$ cat src/rtl/wb_stage_if.sv
// ============================================================================
//  Module      : wb_stage_if
//  Description : Bundles the MEM->WB capture inputs, the WB control strobes,
//                the ID-stage operand read path and the register-file write
//                port that connect around wb_stage.
//                master : the surrounding pipeline (drives MEM/ID inputs)
//                slave  : wb_stage itself
//  Revision    : 1.0  initial release
// ============================================================================
`default_nettype none

interface wb_stage_if #(
    parameter int DATA_W = 64,
    parameter int ADDR_W = 5
);

    // MEM stage result being offered to WB
    logic                mem_valid;
    logic [ADDR_W-1:0]   mem_rd;
    logic                mem_wen;
    logic [2:0]          mem_ppp;
    logic                mem_is_load;
    logic [DATA_W-1:0]   mem_alu_data;
    logic [DATA_W-1:0]   mem_load_data;

    // WB pipeline control
    logic                wb_stall;
    logic                wb_flush;

    // ID-stage operand read path
    logic [ADDR_W-1:0]   id_rs1;
    logic [ADDR_W-1:0]   id_rs2;
    logic [DATA_W-1:0]   rf_rs1_data;
    logic [DATA_W-1:0]   rf_rs2_data;

    // Register-file write port
    logic [ADDR_W-1:0]   Wreg;
    logic [DATA_W-1:0]   Wdata;
    logic                Wreg_en;
    logic [2:0]          ppp;

    // Bypassed operands back to ID
    logic [DATA_W-1:0]   fwd_rs1_data;
    logic [DATA_W-1:0]   fwd_rs2_data;
    logic                fwd_rs1_hit;
    logic                fwd_rs2_hit;

    // Pipeline side: drives MEM/ID inputs, observes the write port and bypass
    modport master (
        output mem_valid, mem_rd, mem_wen, mem_ppp, mem_is_load,
               mem_alu_data, mem_load_data,
        output wb_stall, wb_flush,
        output id_rs1, id_rs2, rf_rs1_data, rf_rs2_data,
        input  Wreg, Wdata, Wreg_en, ppp,
        input  fwd_rs1_data, fwd_rs2_data, fwd_rs1_hit, fwd_rs2_hit
    );

    // Writeback stage side
    modport slave (
        input  mem_valid, mem_rd, mem_wen, mem_ppp, mem_is_load,
               mem_alu_data, mem_load_data,
        input  wb_stall, wb_flush,
        input  id_rs1, id_rs2, rf_rs1_data, rf_rs2_data,
        output Wreg, Wdata, Wreg_en, ppp,
        output fwd_rs1_data, fwd_rs2_data, fwd_rs1_hit, fwd_rs2_hit
    );

endinterface

`default_nettype wire

$ cat src/rtl/wb_stage.sv
// ============================================================================
//  Module      : wb_stage
//  Description : MEM/WB pipeline register and register-file writeback driver.
//                Selects load or ALU data, drives the register-file write
//                port (Wreg/Wdata/Wreg_en/ppp) and bypasses the in-flight WB
//                result, merged per ppp lane, to the ID-stage operands.
//                Optional feature macro: WB_RETIRE_CNT_EN adds a free-running
//                retire counter output (retire_cnt) counting WB writes.
//                Bit numbering of the datapath is big-endian: bit 0 is the
//                MSB, so "bits 0:31" is the upper word [63:32].
//  Revision    : 1.0  initial release
// ============================================================================
`default_nettype none

module wb_stage #(
    parameter int DATA_W = 64,   // fixed at 64: ppp lane map assumes it
    parameter int ADDR_W = 5,
    parameter int CNT_W  = 32
) (
    input  wire logic        clk,
    input  wire logic        rst,
    wb_stage_if.slave        bus
`ifdef WB_RETIRE_CNT_EN
    ,
    output logic [CNT_W-1:0] retire_cnt
`endif
);

    // ppp lane encodings
    localparam logic [2:0] c_PPP_ALL  = 3'b000;
    localparam logic [2:0] c_PPP_HI   = 3'b001;
    localparam logic [2:0] c_PPP_LO   = 3'b010;
    localparam logic [2:0] c_PPP_EVEN = 3'b011;
    localparam logic [2:0] c_PPP_ODD  = 3'b100;

    // Lane masks in [63:0] terms (big-endian byte 0 lives in [63:56])
    localparam logic [63:0] c_MASK_HI   = 64'hFFFF_FFFF_0000_0000;
    localparam logic [63:0] c_MASK_LO   = 64'h0000_0000_FFFF_FFFF;
    localparam logic [63:0] c_MASK_EVEN = 64'hFF00_FF00_FF00_FF00;
    localparam logic [63:0] c_MASK_ODD  = 64'h00FF_00FF_00FF_00FF;

    // ------------------------------------------------------------------
    // WB pipeline register fields
    // ------------------------------------------------------------------
    logic                wb_valid_q, wb_valid_d;
    logic [ADDR_W-1:0]   wb_rd_q,    wb_rd_d;
    logic                wb_wen_q,   wb_wen_d;
    logic [2:0]          wb_ppp_q,   wb_ppp_d;
    logic [DATA_W-1:0]   wb_data_q,  wb_data_d;

    logic                w_wreg_en;
    logic [DATA_W-1:0]   w_mask;

    logic                w_hit1, w_hit2;
    logic [DATA_W-1:0]   w_fwd1, w_fwd2;

    // Lane-merge of the WB value over a register-file read value
    function automatic logic [DATA_W-1:0] lane_merge(
        input logic [DATA_W-1:0] wb_val,
        input logic [DATA_W-1:0] rf_val,
        input logic [DATA_W-1:0] mask
    );
        lane_merge = (wb_val & mask) | (rf_val & ~mask);
    endfunction

    // Next WB contents: flush beats stall, stall holds, otherwise capture MEM
    always_comb begin
        wb_valid_d = wb_valid_q;
        wb_rd_d    = wb_rd_q;
        wb_wen_d   = wb_wen_q;
        wb_ppp_d   = wb_ppp_q;
        wb_data_d  = wb_data_q;
        if (bus.wb_flush) begin
            // Only validity matters for a flushed slot; other fields hold.
            wb_valid_d = 1'b0;
        end else if (!bus.wb_stall) begin
            wb_valid_d = bus.mem_valid;
            wb_rd_d    = bus.mem_rd;
            wb_wen_d   = bus.mem_wen;
            wb_ppp_d   = bus.mem_ppp;
            wb_data_d  = bus.mem_is_load ? bus.mem_load_data : bus.mem_alu_data;
        end
    end

    // WB pipeline register with asynchronous clear
    always_ff @(posedge clk or posedge rst) begin
        if (rst) begin
            wb_valid_q <= 1'b0;
            wb_rd_q    <= '0;
            wb_wen_q   <= 1'b0;
            wb_ppp_q   <= c_PPP_ALL;
            wb_data_q  <= '0;
        end else begin
            wb_valid_q <= wb_valid_d;
            wb_rd_q    <= wb_rd_d;
            wb_wen_q   <= wb_wen_d;
            wb_ppp_q   <= wb_ppp_d;
            wb_data_q  <= wb_data_d;
        end
    end

    // Write enable: a stalled entry waits and writes in the cycle the stall
    // drops; r0 is never written.
    always_comb begin
        w_wreg_en = wb_valid_q & wb_wen_q & (wb_rd_q != '0) & ~bus.wb_stall;
    end

    // Lane mask decode; reserved encodings behave like full width
    always_comb begin
        unique case (wb_ppp_q)
            c_PPP_HI:   w_mask = c_MASK_HI;
            c_PPP_LO:   w_mask = c_MASK_LO;
            c_PPP_EVEN: w_mask = c_MASK_EVEN;
            c_PPP_ODD:  w_mask = c_MASK_ODD;
            default:    w_mask = {DATA_W{1'b1}};
        endcase
    end

    // rs1 bypass: register file writes on the edge but reads combinationally,
    // so the value being written this cycle must be merged in here.
    always_comb begin
        w_hit1 = 1'b0;
        w_fwd1 = bus.rf_rs1_data;
        if (bus.id_rs1 == '0) begin
            w_fwd1 = '0;
        end else if (w_wreg_en && (bus.id_rs1 == wb_rd_q)) begin
            w_hit1 = 1'b1;
            w_fwd1 = lane_merge(wb_data_q, bus.rf_rs1_data, w_mask);
        end
    end

    // rs2 bypass, same rules as rs1
    always_comb begin
        w_hit2 = 1'b0;
        w_fwd2 = bus.rf_rs2_data;
        if (bus.id_rs2 == '0) begin
            w_fwd2 = '0;
        end else if (w_wreg_en && (bus.id_rs2 == wb_rd_q)) begin
            w_hit2 = 1'b1;
            w_fwd2 = lane_merge(wb_data_q, bus.rf_rs2_data, w_mask);
        end
    end

    // Register-file write port and bypass outputs
    assign bus.Wreg         = wb_rd_q;
    assign bus.Wdata        = wb_data_q;
    assign bus.ppp          = wb_ppp_q;
    assign bus.Wreg_en      = w_wreg_en;
    assign bus.fwd_rs1_data = w_fwd1;
    assign bus.fwd_rs2_data = w_fwd2;
    assign bus.fwd_rs1_hit  = w_hit1;
    assign bus.fwd_rs2_hit  = w_hit2;

`ifdef WB_RETIRE_CNT_EN
    logic [CNT_W-1:0] retire_cnt_q, retire_cnt_d;

    // Retire count advances once per committed write and wraps naturally
    always_comb begin
        retire_cnt_d = retire_cnt_q;
        if (w_wreg_en) begin
            retire_cnt_d = retire_cnt_q + CNT_W'(1);
        end
    end

    // Retire counter register
    always_ff @(posedge clk or posedge rst) begin
        if (rst) begin
            retire_cnt_q <= '0;
        end else begin
            retire_cnt_q <= retire_cnt_d;
        end
    end

    assign retire_cnt = retire_cnt_q;
`else
    // Counter width is only meaningful with the retire counter present
    logic [CNT_W-1:0] w_unused_cnt_w;
    assign w_unused_cnt_w = '0;
`endif

endmodule

`default_nettype wire

$ cat src/flat_wrapper.sv
// flat-port wrapper written by rule: the top's interface ports become plain ports
module wb_stage_flat 
#(
    parameter int DATA_W = 64,                                          
    parameter int ADDR_W = 5,
    parameter int CNT_W  = 32
)
  (clk, rst, bus_mem_valid, bus_mem_rd, bus_mem_wen, bus_mem_ppp, bus_mem_is_load, bus_mem_alu_data, bus_mem_load_data, bus_wb_stall, bus_wb_flush, bus_id_rs1, bus_id_rs2, bus_rf_rs1_data, bus_rf_rs2_data, bus_Wreg, bus_Wdata, bus_Wreg_en, bus_ppp, bus_fwd_rs1_data, bus_fwd_rs2_data, bus_fwd_rs1_hit, bus_fwd_rs2_hit);
  wb_stage_if #(.DATA_W(DATA_W), .ADDR_W(ADDR_W)) bus_i ();
  input  wire logic clk;
  input  wire logic rst;
  input wire logic [$bits(bus_i.mem_valid)-1:0] bus_mem_valid;
  input wire logic [$bits(bus_i.mem_rd)-1:0] bus_mem_rd;
  input wire logic [$bits(bus_i.mem_wen)-1:0] bus_mem_wen;
  input wire logic [$bits(bus_i.mem_ppp)-1:0] bus_mem_ppp;
  input wire logic [$bits(bus_i.mem_is_load)-1:0] bus_mem_is_load;
  input wire logic [$bits(bus_i.mem_alu_data)-1:0] bus_mem_alu_data;
  input wire logic [$bits(bus_i.mem_load_data)-1:0] bus_mem_load_data;
  input wire logic [$bits(bus_i.wb_stall)-1:0] bus_wb_stall;
  input wire logic [$bits(bus_i.wb_flush)-1:0] bus_wb_flush;
  input wire logic [$bits(bus_i.id_rs1)-1:0] bus_id_rs1;
  input wire logic [$bits(bus_i.id_rs2)-1:0] bus_id_rs2;
  input wire logic [$bits(bus_i.rf_rs1_data)-1:0] bus_rf_rs1_data;
  input wire logic [$bits(bus_i.rf_rs2_data)-1:0] bus_rf_rs2_data;
  output wire logic [$bits(bus_i.Wreg)-1:0] bus_Wreg;
  output wire logic [$bits(bus_i.Wdata)-1:0] bus_Wdata;
  output wire logic [$bits(bus_i.Wreg_en)-1:0] bus_Wreg_en;
  output wire logic [$bits(bus_i.ppp)-1:0] bus_ppp;
  output wire logic [$bits(bus_i.fwd_rs1_data)-1:0] bus_fwd_rs1_data;
  output wire logic [$bits(bus_i.fwd_rs2_data)-1:0] bus_fwd_rs2_data;
  output wire logic [$bits(bus_i.fwd_rs1_hit)-1:0] bus_fwd_rs1_hit;
  output wire logic [$bits(bus_i.fwd_rs2_hit)-1:0] bus_fwd_rs2_hit;
  assign bus_i.mem_valid = bus_mem_valid;
  assign bus_i.mem_rd = bus_mem_rd;
  assign bus_i.mem_wen = bus_mem_wen;
  assign bus_i.mem_ppp = bus_mem_ppp;
  assign bus_i.mem_is_load = bus_mem_is_load;
  assign bus_i.mem_alu_data = bus_mem_alu_data;
  assign bus_i.mem_load_data = bus_mem_load_data;
  assign bus_i.wb_stall = bus_wb_stall;
  assign bus_i.wb_flush = bus_wb_flush;
  assign bus_i.id_rs1 = bus_id_rs1;
  assign bus_i.id_rs2 = bus_id_rs2;
  assign bus_i.rf_rs1_data = bus_rf_rs1_data;
  assign bus_i.rf_rs2_data = bus_rf_rs2_data;
  assign bus_Wreg = bus_i.Wreg;
  assign bus_Wdata = bus_i.Wdata;
  assign bus_Wreg_en = bus_i.Wreg_en;
  assign bus_ppp = bus_i.ppp;
  assign bus_fwd_rs1_data = bus_i.fwd_rs1_data;
  assign bus_fwd_rs2_data = bus_i.fwd_rs2_data;
  assign bus_fwd_rs1_hit = bus_i.fwd_rs1_hit;
  assign bus_fwd_rs2_hit = bus_i.fwd_rs2_hit;
  wb_stage #(.DATA_W(DATA_W), .ADDR_W(ADDR_W), .CNT_W(CNT_W)) u_core (.clk(clk), .rst(rst), .bus(bus_i));
endmodule
$ cat config.mk
export PLATFORM = sky130hd
export DESIGN_NAME = wb_stage_flat
export DESIGN_NICKNAME = d
export VERILOG_FILES = /design/src/rtl/wb_stage_if.sv /design/src/rtl/wb_stage.sv /design/src/flat_wrapper.sv
export SDC_FILE = /design/constraint.sdc
export NUM_CORES = 1
export LEC_CHECK = 0
export CORE_AREA = 2 2 186 188
export CTS_CLUSTER_DIAMETER = 150
export DETAILED_ROUTE_END_ITERATION = 10
export DIE_AREA = 0 0 188 190
export PLACE_DENSITY = 0.46
export SYNTH_ARGS = -nofsm -noshare
export SYNTH_HDL_FRONTEND = slang
export SYNTH_SLANG_ARGS = --single-unit
$ cat constraint.sdc
create_clock -name clk -period 2.4 [get_ports clk]
set_input_delay 0.24 -clock clk [delete_from_list [all_inputs] [get_ports clk]]
set_output_delay 0.24 -clock clk [all_outputs]
set_load 0.1 [all_outputs]
# After elaboration in Yosys (flattened, before gate mapping)

Cells that the tools add are included.

Flip-flop bits (word level): 74
Logic and storage cells: 41
Output and inout bits: 203
Input port bits: 281

Reductions and logical operators: 6
Multiplexer cells: 12
Equal/unequal tests: 7
Bitwise operators: 11

Operators by type and width:

| kind                                                                  | number |
|---|---|
| 64-bit 2-to-1 mux                                                     | 5 |
| 64-bit case mux with 4 select lines                                   | 1 |
| 64-bit bitwise AND                                                    | 3 |
| 64-bit bitwise OR                                                     | 2 |
| 64-bit inverter                                                       | 1 |
| 5-bit equality test                                                   | 2 |
| 5-bit logical NOT                                                     | 2 |
| 3-bit by 2-bit equality test with 1-bit output, second input constant | 2 |
| 1-bit 2-to-1 mux                                                      | 6 |
| 5-bit nonzero test                                                    | 1 |
| 1-bit bitwise AND                                                     | 3 |
| 3-bit by 1-bit equality test with 1-bit output, second input constant | 1 |
| 3-bit equality test, second input constant                            | 1 |
| 1-bit logical AND                                                     | 2 |
| 2-bit by 1-bit != test with 1-bit output, second input constant       | 1 |
| 1-bit inverter                                                        | 2 |
| 2-bit AND reduction                                                   | 1 |

# Longest topological paths before layout

Gate-level depths: netlist of the first run.

Depth after elaboration: 7
Gate-level depth with buffers: 6
Depth with buffers taken out: 4

# Worst setup path after synthesis of the first run

Ideal clock, no wire load.

Path kind: register to output
Start point: register u_core.wb_rd_q[4] (netlist: u_core.bus.Wreg[4])
End point: output bus_fwd_rs2_data[42]
Data arrival time: 3925 ps
Path slack: -1765 ps
Stages on the path, launching flop included: 7
Data required time: 2160 ps
Path buffers: 2
Path through: dfrtp_1 nor3_1 a21oi_4 buf_4 and4_1 buf_2 mux2i_1

Longest elaborated chain between the ends: 6
Elaborated cells on any way between the ends: 7
Classes of those cells: eq/ne (1); mux (2); bitwise (2); reduce/logical (2)

RTL lines:

| what                            | line               | text |
|---|---|---|
| start, declared                 | wb_stage.sv:46     | `logic [ADDR_W-1:0] wb_rd_q, wb_rd_d;` |
| start signal, assigned          | wb_stage.sv:95     | `wb_rd_q <= wb_rd_d;` |
| 5-bit nonzero test              | wb_stage.sv:105    | `w_wreg_en = wb_valid_q & wb_wen_q & (wb_rd_q != '0) & ~bus.wb_stall;` |
| 1-bit bitwise AND (2 in series) | wb_stage.sv:105    |  |
| via bus_Wreg_en                 | flat_wrapper.sv:27 | `output wire logic [$bits(bus_i.Wreg_en)-1:0] bus_Wreg_en;` |
| 1-bit logical AND               | wb_stage.sv:138    | `end else if (w_wreg_en && (bus.id_rs2 == wb_rd_q)) begin` |
| 64-bit 2-to-1 mux               | wb_stage.sv:138    |  |
| 64-bit 2-to-1 mux               | wb_stage.sv:136    | `if (bus.id_rs2 == '0) begin` |
| end, declared                   | flat_wrapper.sv:30 | `output wire logic [$bits(bus_i.fwd_rs2_data)-1:0] bus_fwd_rs2_data;` |

The timed path passes the listed nets, and every way through them passes these cells.

# Final worst setup path of the first run

Start point: register u_core.wb_rd_q[4] (netlist: u_core.bus.Wreg[4])
End point: output bus_fwd_rs2_data[41]

Longest elaborated chain between the ends: 6
Elaborated cells on any way between the ends: 7
Classes of those cells: eq/ne (1); mux (2); bitwise (2); reduce/logical (2)

RTL lines:

| what                            | line |
|---|---|
| 5-bit nonzero test              | wb_stage.sv:105 |
| 1-bit bitwise AND (2 in series) | wb_stage.sv:105 |
| 1-bit logical AND (*)           | wb_stage.sv:138 |
| 64-bit 2-to-1 mux (*)           | wb_stage.sv:138 |
| 64-bit 2-to-1 mux (*)           | wb_stage.sv:136 |

Mark *: on every way between the ends. The rest lies on a longest branch, timed or not.

==> run_results.csv, run 1 <==
group,metric,value,unit
sta,setup_viol,80,
clock_tree,cts_tree,"done",
layout,layout.area.seq,1860,um^2
power,pwr-share-seq,0.204,
critical_path,critPathTopFamily,"buffers and inverters",
die,die_height,190,um
clock_tree,cts_sinks,74,
logic_synthesis,ys_top_cells_by_area,"mux2i_1 (33%), dfrtp_1 (31%), nand2_1 (14%)",
sta,period_needed,2.50,ns
sta,hold_ws,0.271,ns
sta,layout_worst_path_cycle_share,1.04,
placed_design,hpwl,26.9,mm
power,combPwrFrac,0.606,
critical_path,required,2.16,ns
clock_tree,clkLatencyLatePin,0.34,ns
logic_synthesis,synthTopCellsByCount,"nand2_1 (225), mux2i_1 (193), dfrtp_1 (74), o21ai_0 (64), inv_1 (58)",
global_routing,grt_pass1_wl,48.9,mm
global_routing,grt_start_max_net_pins,85,
critical_path,cp-start-kind,"flop",
power,powerDensity,534,nW/um^2
critical_path,worst-setup-path-type,"flop to primary output",
logic_synthesis,synth-seq-area-share,0.312,
flow_run,maxCapViolCount,0,
logic_synthesis,async_flop_share,1.00,
power,p_int,3.94,mW
clock_tree,path_clk_slew,0.07,ns
sta,final.setup.worst_slack,-0.102,ns
critical_path,arrival,2.26,ns
sta,rsz0062_at_grt,"true",
clock_tree,cts_root_buf,"clkbuf_16",
critical_path,critPathSlowestCell,"dfrtp_2",
logic_synthesis,ys_ff_latch,74,
die,dieArea,35700,um^2
sta,tightest_slew,0.540,ns
critical_path,worst_path_most_repeated_cell,"buf_12",
layout,fin_nets,1488,
logic_synthesis,ys_warn_count,0,
critical_path,crit_fanout,7,
clock_tree,numCtsBuffers,9,
die,boundaryPins,484,
placed_design,portBuffers,483,
critical_path,crit_buf_inv,3,
min_path,min_path_type,"input pin to async pin",
logic_synthesis,syn-num-nets,994,
power,power.leakage,6.57,nW
layout,syn2layout_area_growth,152,%
power,p_sw,4.04,mW
global_routing,grt_overflow,0,
routing,drtIter0Drc,191,
logic_synthesis,synth.top_cell.area_share,0.326,
power,power,7.98,mW
critical_path,ff2ff_path_depth,3,
die,core,33900,um^2
sta,fmax,0.400,GHz
routing,first_pass_iters,4,
clock_tree,cts_hold_buffers,0,
clock_tree,cts_htree_levels,3,
routing,routed_wl,33.0,mm
sta,drv_slew,0,
clock_tree,clock_path_buffers,2,
routing,ant_nets,0,
layout,fillers,3225,
power,switching_share,0.506,
sta,max_slew_margin,0.640,
critical_path,endpoint_kind,"primary output",
global_routing,grt_pass1_vias,7438,
logic_synthesis,synth-edff-count,0,
critical_path,r2r_end,"u_core.bus.Wreg[3]$_DFFE_PP0P_",
power,clkPwrFrac,0.190,
power,ir_worst_vdd,0.348,mV
sta,finalClockSkew,0,ns
die,start_util,0.175,
layout,drive_gt1_frac,0.361,
logic_synthesis,ys.flop_type,"dfrtp_1",
placed_design,gp_congestion,0.818,
critical_path,cp_slowest_stage_delay,0.47,ns
die,die_w,188,um
routing,via_per_inst,4.10,
layout,diodes,0,
routing,wire_per_inst,19.8,um
routing,drc,0,
status,violations,"setup timing",
global_routing,antenna_found_initial,0,
critical_path,reg2reg_setup_slack,1.33,ns
sta,finalHoldViolCount,0,
layout,multi_input_area,5280,um^2
routing,vias,6832,
critical_path,worstPathCellList,"xor2_2, nor3_4, buf_12, nand4_1, buf_12, mux2i_4, buf_12",
die,rows,68,
logic_synthesis,ys_types,25,
logic_synthesis,syn-instance-count,713,
global_routing,grt_use_total,0.184,
logic_synthesis,synth.most_common_cell,"nand2_1",
logic_synthesis,synth_area,5930,um^2
critical_path,r2r-start,"u_core.bus.Wreg[3]$_DFFE_PP0P_",
logic_synthesis,avgSynthCellArea,8.31,um^2
status,outcome,"finished with violations",
logic_synthesis,yosysTopAreaCell,"mux2i_1",
routing by layer:
layer  up-vias  part of all wire  track usage  wire (um)
met5         -                 0            0          0
met4         0             0.015       0.0388        500
met2       278              0.52        0.338      17300
li1       3373                 -            -          -
met1      3159              0.39        0.208      12800
met3        22             0.075       0.0574       2470
logic make-up after synthesis:
kind of cell    count (synthesis)  synth area share
compound gates                 67            0.0593
xor+xnor                       10            0.0148
buf+inv                       106            0.0775
flops                          74             0.312
mux                           202             0.343
simple gates                  254             0.193
sequential cells by signal, summed over array words and instances, names as in the netlist:
signal,flops
u_core.bus.Wdata,64
u_core.wb_wen_q,1
u_core.bus.ppp,3
u_core.wb_valid_q,1
u_core.bus.Wreg,5
power groups by stage:
stage / Combinational (mW) / Sequential, mW / Clock, mW
6_report: 4.84 / 1.63 / 1.52
5_1_grt: 5.02 / 1.66 / 1.64
4_1_cts: 4.86 / 1.63 / 1.59
3_5_place_dp: 4.83 / 1.66 / 0
3_3_place_gp: 4.82 / 1.65 / 0
2_1_floorplan: 1.95 / 2.84 / 0
per-stage QoR:
step	utilization	setup WS (ns)	instance area, um^2	TNS [ns]	cells
2_1_floorplan	-	-0.458	7590	-47.23	713
3_3_place_gp	0.426	0.00138	14500	0	1643
3_5_place_dp	0.426	0.00523	14500	0	1643
4_1_cts	0.438	-0.139	14900	-7.92	1662
5_1_grt	0.441	-0.191	15000	-14.44	1667
6_report	0.441	-0.102	15000	-3.12	1667
area by class of cell:
| type | instances | share of cell area |
|---|---|---|
| Tap cell | 455 | 0.0381 |
| Clock inverter | 5 | 0.00535 |
| Timing Repair Buffer | 531 | 0.449 |
| Inverter | 58 | 0.0147 |
| Sequential cell | 74 | 0.124 |
| Clock buffer | 11 | 0.0156 |
| Multi-Input combinational cell | 533 | 0.353 |
cell usage in the layout, fill, tap and decap left out, types with 7 or more instances in the layout:
cell type        instances
buf_12                 158
buf_4                   85
clkbuf_16               10
clkdlybuf4s50_1        279
dfrtp_1                 66
dfrtp_2                  8
inv_1                   57
mux2_2                   9
mux2i_1                 65
mux2i_4                128
nand2_1                223
nand4_4                  7
o21ai_0                 64
xor2_1                   7
what timing repair did:
action                     4_1_cts  5_1_grt
buffers inserted                 3        4
pin swaps                        5        4
gates resized for setup         17        6
cloned                           0        1
hold endpoints to repair         0        0
setup endpoints to repair      128      128
how the worst max path moves through the flow:
| stage | start | cells after the start | slack [ns] | end |
|---|---|---|---|---|
| CTS | u_core.bus.Wreg[3]$_DFFE_PP0P_ | 7 | -0.14 | bus_fwd_rs2_data[41] |
| finish | u_core.bus.Wreg[4]$_DFFE_PP0P_ | 7 | -0.10 | bus_fwd_rs2_data[41] |
| floorplan | u_core.bus.Wreg[2]$_DFFE_PP0P_ | 6 | -0.46 | bus_fwd_rs2_data[16] |
| global placement | bus_id_rs2[4] | 8 | 0.001 | bus_fwd_rs2_data[62] |
| detailed placement | bus_id_rs2[4] | 8 | 0.005 | bus_fwd_rs2_data[62] |
| global route | u_core.bus.Wreg[4]$_DFFE_PP0P_ | 7 | -0.19 | bus_fwd_rs2_data[60] |
Power figures use the tool's default switching activity.
==> run 2, diff against run 1 <==
HOLD_SLACK_MARGIN = 0.06   (was unset)
==> results of run 2 <==
No change in the layout: final DEF, timing and power equal those of run 1.
